$ cat src/rtl/mul_div_unit_pkg.sv
// Shared definitions for the RV32M multiply/divide unit: operation codes,
// FSM state encoding, iteration mode and small op-decoding helpers.
package mul_div_unit_pkg;

  localparam logic ENABLE  = 1'b1;
  localparam logic DISABLE = 1'b0;

  typedef enum logic [2:0] {
    MD_MUL    = 3'd0,
    MD_MULH   = 3'd1,
    MD_MULHSU = 3'd2,
    MD_MULHU  = 3'd3,
    MD_DIV    = 3'd4,
    MD_DIVU   = 3'd5,
    MD_REM    = 3'd6,
    MD_REMU   = 3'd7
  } md_op_e;

  typedef enum logic [1:0] {
    MD_IDLE = 2'd0,
    MD_CALC = 2'd1,
    MD_DONE = 2'd2
  } md_state_e;

  typedef enum logic {
    MD_MODE_MUL = 1'b0,
    MD_MODE_DIV = 1'b1
  } md_mode_e;

  // Divide-family ops all have bit 2 set.
  function automatic logic md_is_div(input logic [2:0] op);
    return op[2];
  endfunction

  // Ops whose result comes from the upper accumulator half (product high / remainder).
  function automatic logic md_high_half(input logic [2:0] op);
    return (op != MD_MUL) && (op != MD_DIV) && (op != MD_DIVU);
  endfunction

endpackage

$ cat src/rtl/mul_div_step.sv
// One iteration of the iterative multiplier/divider, purely combinational.
// MUL mode: shift-add, accumulator = {partial product high, multiplier bits},
//   shifts right by one with the adder carry entering at the top.
// DIV mode: restoring shift-subtract, accumulator = {partial remainder, dividend
//   bits}, shifts left by one; the quotient bit is returned separately and the
//   LSB of acc_o is left 0 for the caller to fill.
module mul_div_step
  import mul_div_unit_pkg::*;
#(
  parameter int XLEN = 32
) (
  input  logic [2*XLEN-1:0] acc_i,
  input  logic [XLEN-1:0]   opnd_i,
  input  md_mode_e          mode_i,
  output logic [2*XLEN-1:0] acc_o,
  output logic              q_bit_o
);

  logic [XLEN:0] rem_sh;
  logic [XLEN:0] diff;
  logic [XLEN:0] sum;

  // Single shift-add or shift-subtract step selected by mode.
  always_comb begin
    rem_sh  = '0;
    diff    = '0;
    sum     = '0;
    acc_o   = '0;
    q_bit_o = 1'b0;
    if (mode_i == MD_MODE_DIV) begin
      rem_sh = {acc_i[2*XLEN-1:XLEN], acc_i[XLEN-1]};
      diff   = rem_sh - {1'b0, opnd_i};
      if (!diff[XLEN]) begin
        q_bit_o = 1'b1;
        acc_o   = {diff[XLEN-1:0], acc_i[XLEN-2:0], 1'b0};
      end else begin
        acc_o   = {rem_sh[XLEN-1:0], acc_i[XLEN-2:0], 1'b0};
      end
    end else begin
      sum   = {1'b0, acc_i[2*XLEN-1:XLEN]} + (acc_i[0] ? {1'b0, opnd_i} : '0);
      acc_o = {sum, acc_i[XLEN-1:1]};
    end
  end

endmodule

$ cat src/rtl/mul_div_unit.sv
// Iterative RV32M multiply/divide execute unit (one op in flight).
// Optional macro MUL_DIV_EARLY_OUT_EN: divide-by-zero, signed divide overflow
// and multiply-by-zero skip the iterations and finish one cycle after start.
//
// Handshake: start is only looked at while busy=0 (IDLE); the op is taken on
// the edge where start=1 and flush=0. busy stays high through CALC and DONE, so
// upstream must hold the instruction until busy drops. done is a one-cycle
// strobe; result/dst_num_out are meaningful only while done=1. flush kills the
// op at the next edge and masks done in the current cycle.
module mul_div_unit
  import mul_div_unit_pkg::*;
#(
  parameter int XLEN  = 32,
  parameter int CNT_W = 5
) (
  input  logic            clk,
  input  logic            rst,
  input  logic            start,
  input  logic [2:0]      op,
  input  logic [XLEN-1:0] src1,
  input  logic [XLEN-1:0] src2,
  input  logic [4:0]      dst_num_in,
  input  logic            flush,
  output logic            busy,
  output logic            done,
  output logic [XLEN-1:0] result,
  output logic [4:0]      dst_num_out,
  output logic [1:0]      state_dbg
);

  if (XLEN != 32) begin : g_xlen_check
    $error("mul_div_unit: only XLEN=32 is supported");
  end
  if (CNT_W != $clog2(XLEN)) begin : g_cnt_check
    $error("mul_div_unit: CNT_W must be log2(XLEN)");
  end

  md_state_e         state_q, state_d;
  logic [2:0]        op_q, op_d;
  logic [4:0]        dst_q, dst_d;
  logic [CNT_W-1:0]  cnt_q, cnt_d;
  logic [2*XLEN-1:0] acc_q, acc_d;
  logic [XLEN-1:0]   opnd_q, opnd_d;
  logic              neg_q, neg_d;
  logic [XLEN-1:0]   result_q, result_d;

  logic              s1_signed, s2_signed, neg1, neg2;
  logic [XLEN-1:0]   mag1, mag2;
  logic [2*XLEN-1:0] step_acc, acc_next, prod;
  logic              step_q;
  logic [XLEN-1:0]   half, fin_res;
  md_mode_e          mode;

  // Operand sign decoding and magnitudes for the incoming instruction.
  always_comb begin
    s1_signed = (op == MD_MULH) || (op == MD_MULHSU) || (op == MD_DIV) || (op == MD_REM);
    s2_signed = (op == MD_MULH) || (op == MD_DIV) || (op == MD_REM);
    neg1      = s1_signed && src1[XLEN-1];
    neg2      = s2_signed && src2[XLEN-1];
    mag1      = neg1 ? -src1 : src1;
    mag2      = neg2 ? -src2 : src2;
  end

  assign mode = md_is_div(op_q) ? MD_MODE_DIV : MD_MODE_MUL;

  mul_div_step #(.XLEN(XLEN)) u_step (
    .acc_i   (acc_q),
    .opnd_i  (opnd_q),
    .mode_i  (mode),
    .acc_o   (step_acc),
    .q_bit_o (step_q)
  );

  // Last-iteration result: full 64-bit negate for products, per-half for quotient/remainder.
  always_comb begin
    acc_next = step_acc | {{(2*XLEN-1){1'b0}}, step_q};
    prod     = neg_q ? -acc_next : acc_next;
    half     = md_high_half(op_q) ? acc_next[2*XLEN-1:XLEN] : acc_next[XLEN-1:0];
    if (md_is_div(op_q)) begin
      fin_res = neg_q ? -half : half;
    end else begin
      fin_res = md_high_half(op_q) ? prod[2*XLEN-1:XLEN] : prod[XLEN-1:0];
    end
  end

`ifdef MUL_DIV_EARLY_OUT_EN
  logic            early_hit;
  logic [XLEN-1:0] early_res;

  // Trivial cases whose answer is known without iterating.
  always_comb begin
    early_hit = 1'b0;
    early_res = '0;
    if (md_is_div(op)) begin
      if (src2 == '0) begin
        early_hit = 1'b1;
        early_res = op[1] ? src1 : '1;
      end else if (!op[0] && (src1 == {1'b1, {(XLEN-1){1'b0}}}) && (src2 == '1)) begin
        early_hit = 1'b1;
        early_res = op[1] ? '0 : src1;
      end
    end else if ((src1 == '0) || (src2 == '0)) begin
      early_hit = 1'b1;
    end
  end
`endif

  // Next-state and datapath update for the IDLE/CALC/DONE sequencer.
  always_comb begin
    state_d  = state_q;
    op_d     = op_q;
    dst_d    = dst_q;
    cnt_d    = cnt_q;
    acc_d    = acc_q;
    opnd_d   = opnd_q;
    neg_d    = neg_q;
    result_d = result_q;
    case (state_q)
      MD_IDLE: begin
        if (start && !flush) begin
          state_d = MD_CALC;
          op_d    = op;
          dst_d   = dst_num_in;
          cnt_d   = '0;
          acc_d   = md_is_div(op) ? {{XLEN{1'b0}}, mag1} : {{XLEN{1'b0}}, mag2};
          opnd_d  = md_is_div(op) ? mag2 : mag1;
          case (md_op_e'(op))
            MD_MULH:   neg_d = neg1 ^ neg2;
            MD_MULHSU: neg_d = neg1;
            MD_DIV:    neg_d = (neg1 ^ neg2) && (src2 != '0);
            MD_REM:    neg_d = neg1;
            default:   neg_d = 1'b0;
          endcase
`ifdef MUL_DIV_EARLY_OUT_EN
          if (early_hit) begin
            state_d  = MD_DONE;
            result_d = early_res;
          end
`endif
        end
      end
      MD_CALC: begin
        if (flush) begin
          state_d = MD_IDLE;
        end else begin
          acc_d = acc_next;
          cnt_d = cnt_q + 1'b1;
          if (cnt_q == CNT_W'(XLEN-1)) begin
            state_d  = MD_DONE;
            result_d = fin_res;
          end
        end
      end
      MD_DONE: state_d = MD_IDLE;
      default: state_d = MD_IDLE;
    endcase
  end

  // State and datapath registers.
  always_ff @(posedge clk or negedge rst) begin
    if (!rst) begin
      state_q  <= MD_IDLE;
      op_q     <= '0;
      dst_q    <= '0;
      cnt_q    <= '0;
      acc_q    <= '0;
      opnd_q   <= '0;
      neg_q    <= 1'b0;
      result_q <= '0;
    end else begin
      state_q  <= state_d;
      op_q     <= op_d;
      dst_q    <= dst_d;
      cnt_q    <= cnt_d;
      acc_q    <= acc_d;
      opnd_q   <= opnd_d;
      neg_q    <= neg_d;
      result_q <= result_d;
    end
  end

  assign busy        = (state_q != MD_IDLE);
  assign done        = ((state_q == MD_DONE) && !flush) ? ENABLE : DISABLE;
  assign result      = result_q;
  assign dst_num_out = dst_q;
  assign state_dbg   = state_q;

endmodule

$ cat config.mk
export PLATFORM = sky130hd
export DESIGN_NAME = mul_div_unit
export DESIGN_NICKNAME = d
export VERILOG_FILES = /design/src/rtl/mul_div_unit_pkg.sv /design/src/rtl/mul_div_step.sv /design/src/rtl/mul_div_unit.sv
export SDC_FILE = /design/constraint.sdc
export NUM_CORES = 1
export LEC_CHECK = 0
export BUFFER_PORTS_ARGS = -buffer_cell sky130_fd_sc_hd__buf_2
export CORE_ASPECT_RATIO = 1.25
export CORE_UTILIZATION = 29
export CTS_CLUSTER_SIZE = 28
export DETAILED_ROUTE_END_ITERATION = 8
export GPL_ROUTABILITY_DRIVEN = 0
export GPL_TIMING_DRIVEN = 0
export PLACE_DENSITY_LB_ADDON = 0.12
export SYNTH_ARGS = -nofsm -noshare
export SYNTH_HDL_FRONTEND = slang
export SYNTH_SLANG_ARGS = --single-unit
$ cat constraint.sdc
create_clock -name clk -period 6.9 [get_ports clk]
set_input_delay 0.345 -clock clk [delete_from_list [all_inputs] [get_ports clk]]
set_output_delay 0.345 -clock clk [all_outputs]
set_load 0.02 [all_outputs]
==> impl_results.md <==
* Synthesized Nets at 2494
* Worst reg2reg path depth at 21
* Post-synth ARST share at 100%
* Worst-path clk slew at 70 ps
* Most frequent CP cell: clkbuf_1
* Die area at 58800 um2
* CTS tree: built
* Clk buf depth at 2
* Hpwl dp at 69.2 mm
* RR Endpoint: result[30]$_DFFE_PN0P_
* 1st-iter DRT viols at 2155
* First-pass GRT wire length at 123 mm
* Final Net Count at 2629
* Fin util at 33.4%
* Most instantiated cells after synthesis: nand2_1 (292), nor2_1 (257), a21oi_1 (241), o21ai_0 (205), dfrtp_1 (144)
* Number of distinct library cells after synthesis at 86
* Slew HR at 21.1%
* Top cell type's share of synthesized area at 21.5%
* Logic pwr share at 72.0%
* DIE WIDTH at 217 um
* Pre-antenna DRT Iters at 6
* Reg power frac at 16.3%
* DRT antenna net count at 0
* CP Class: flip-flop to flip-flop
* Slowest CP cell: clkdlybuf4s15_2
* Sw Share at 59.3%
* Area growth, synth to finish at 13.8%
* Routed WL at 84.6 mm
* GRT Util Overall at 28.5%
* Cell taking the most area after synthesis: dfrtp_1
* Top_reg_cell synth: dfrtp_1
* Mapped Area at 16800 um2
* Vias in the first global route at 18.6k
* Leakage at 0.00778 uW
* IO Pins at 117
* Root Driver: clkbuf_16
* Initial antenna violation count at 2
* # rows at 98
* Non-Filler Instances at 3245
* Hold slack final at 54.9 ps
* Place WS at -1730 ps
* Cell Int Power at 3530 uW
* Synth top area cells: dfrtp_1 (21%), a21oi_1 (7.2%), nand2_1 (6.5%)
* Core area at 57100 um2
* Critical path cell sequence: clkbuf_1, clkbuf_1, clkbuf_1, buf_2, clkdlybuf4s15_2, buf_1, nand2_1, a21boi_4, ha_2, nand2_1, a211oi_2, and3_2, nand4_1, inv_1, nand4b_1, nor3_4, nand2_4, or3_1, mux2_2, o211ai_1, a211oi_1
* Max frequency at 148 MHz
* Vias at 19.4k
* Worst-Margin Slew at 1170 ps
* Clock power frac at 11.7%
* Final setup fails at 0
* CTS buffer count at 17
* P_sw at 5140 uW
* Cell Pwr Density at 454 nW/um2
* Sink count of the clock tree at 144
* Critical path launch point: op_q[2]$_DFFE_PN0P_
* Reg-to-reg slack, setup at 150 ps
* Largest net degree at the start of global routing at 76
* WP data required at 7230 ps
* Placed cells at 3215
* Setup ws final at 154 ps
* HP Class: input pin to flip-flop
* Crit path to: result[30]$_DFFE_PN0P_
* Post-synth EDFFs at 0
* Max stage delay on crit path at 700 ps
* Worst skew pair latency at 480 ps
* Share of cells above drive strength 1 at 10.0%
* # DRC at 0
* CP max FO at 19
* Startpoint Class: flip-flop
* Port bufs at 116
* Die Y at 271 um
* Sequential fraction of the synthesis area at 21.5%
* Outcome: complete, no violations
* Final worst path period share at 97.8%
* Via density at 5.97
* Critical path arrival at 7080 ps
* Avg Synthesized Cell Area at 7.15 um2
* DR WL/cell at 26.1 um
* Clk_skew at 24.4 ps
* Initial Utilization at 29.4%
* Count of final max-slew check failures at 0
* Most frequent cell after synthesis: nand2_1
* Post-synthesis register bit count at 144
* GRT Residual Overflow at 0
* Final hold violation count at 0
* Crit Reg-Reg Startpoint: op_q[2]$_DFFE_PN0P_
* Total power at 8670 uW
* Htree depth at 4
* Max IR drop VDD at 0.000226 V
* Synthesized instance count at 2346
* Yosys warning total at 0
* Crit. End Element: flip-flop
* MaxCap Viol Count at 0
* Tmin final at 6750 ps
==> how the worst min path moves through the flow <==
stage	start	slack, ps	cells past startpoint	endpoint
finish	dst_num_in[3]	50	3	dst_num_out[3]$_DFFE_PN0P_
global route	dst_num_in[2]	70	3	dst_num_out[2]$_DFFE_PN0P_
CTS	dst_num_in[3]	50	3	dst_num_out[3]$_DFFE_PN0P_
detailed placement	rst	420	1	result[31]$_DFFE_PN0P_
global placement	result[8]$_DFFE_PN0P_	450	2	result[8]$_DFFE_PN0P_
floorplan	rst	50	0	acc_q[0]$_DFFE_PN0P_
==> sequential cells by signal (all words and copies together), names as in the netlist <==
signal	cells
acc_q	64
opnd_q	32
result	32
cnt_q	5
dst_num_out	5
op_q	3
state_dbg	2
neg_q	1
==> what timing repair did <==
item                                    4_1_cts  5_1_grt
endpoints found under the setup margin       26       14
hold buffers                                  1        0
endpoints found under the hold margin        74        0
pin swaps                                     2        3
gates resized for setup                      16       12
buffers inserted                              2        1
gates cloned                                  0        0
==> cell usage in the layout, fill, tap and decap left out, drive strengths merged, types with 15 or more instances in the layout <==
cell    synthesis  final
nor3           54     54
inv            70     80
ha             70     70
o211ai         33     33
nor2          258    258
mux2i          44     44
dfrtp         144    144
nand2         292    292
mux2           26     26
a31oi          27     27
and2           47     47
o31ai          37     37
nor4           20     20
and3           24     24
a211oi         46     46
xor2           69     69
o21ai         206    206
a21oi         241    241
nand3          43     43
o21a           15     15
a21o           28     28
xnor2          89     89
a22o           16     16
clkbuf        122    134
buf            25    144
nand2b         26     26
nand4          28     28
==> critical path, delay by kind of cell, from the launching register on <==
kind,cells,cell delay [ps]
fa+ha+maj,1,270
compound gates,4,690
flops,1,360
buf+inv,7,3540
simple gates,8,1380
mux,1,340
==> metrics by stage <==
stage          TNS [ps]  instance area [um2]
2_1_floorplan         0                16800
3_3_place_gp     -18490                18300
3_5_place_dp     -19290                18300
4_1_cts               0                19000
5_1_grt           -2.01                19100
6_report              0                19100
==> area by class of cell <==
| type | count | area, um2 |
|---|---|---|
| flip-flops and latches | 144 | 3600 |
| well taps | 750 | 938 |
| fillers | 6371 | 38100 |
| plain buffers | 140 | 569 |
| repair buffers | 123 | 659 |
| clock inverters | 15 | 190 |
| diodes | 1 | 2.50 |
| clock buffers | 17 | 425 |
| inverters | 72 | 270 |
| multi-input cells | 1983 | 12400 |
==> power by group through the flow <==
stage / clock network [uW] / registers (uW) / logic, uW
finish: 1020 / 1420 / 6240
global route: 1060 / 1430 / 6600
CTS: 1030 / 1400 / 6020
detailed placement: 0 / 1420 / 5970
global placement: 0 / 1410 / 5940
floorplan: 0 / 1220 / 3930
==> cell families after synthesis <==
family	Yosys count	synth area share, %
flops	144	21.5
simple gates	864	24.0
xor+xnor	158	8.25
compound gates	819	31.4
buf+inv	219	5.10
mux	70	4.37
fa+ha+maj	72	5.46
==> routing by layer <==
layer | share of wire (%) | vias up | global-route usage [%]
met5 | 0.018 | - | 0
met4 | 8.5 | 2 | 20.9
met3 | 7.3 | 283 | 3.86
met2 | 46 | 1015 | 46.3
met1 | 39 | 9206 | 34.2
li1 | - | 8861 | -
No activity file was read; power rests on OpenSTA's default activity.
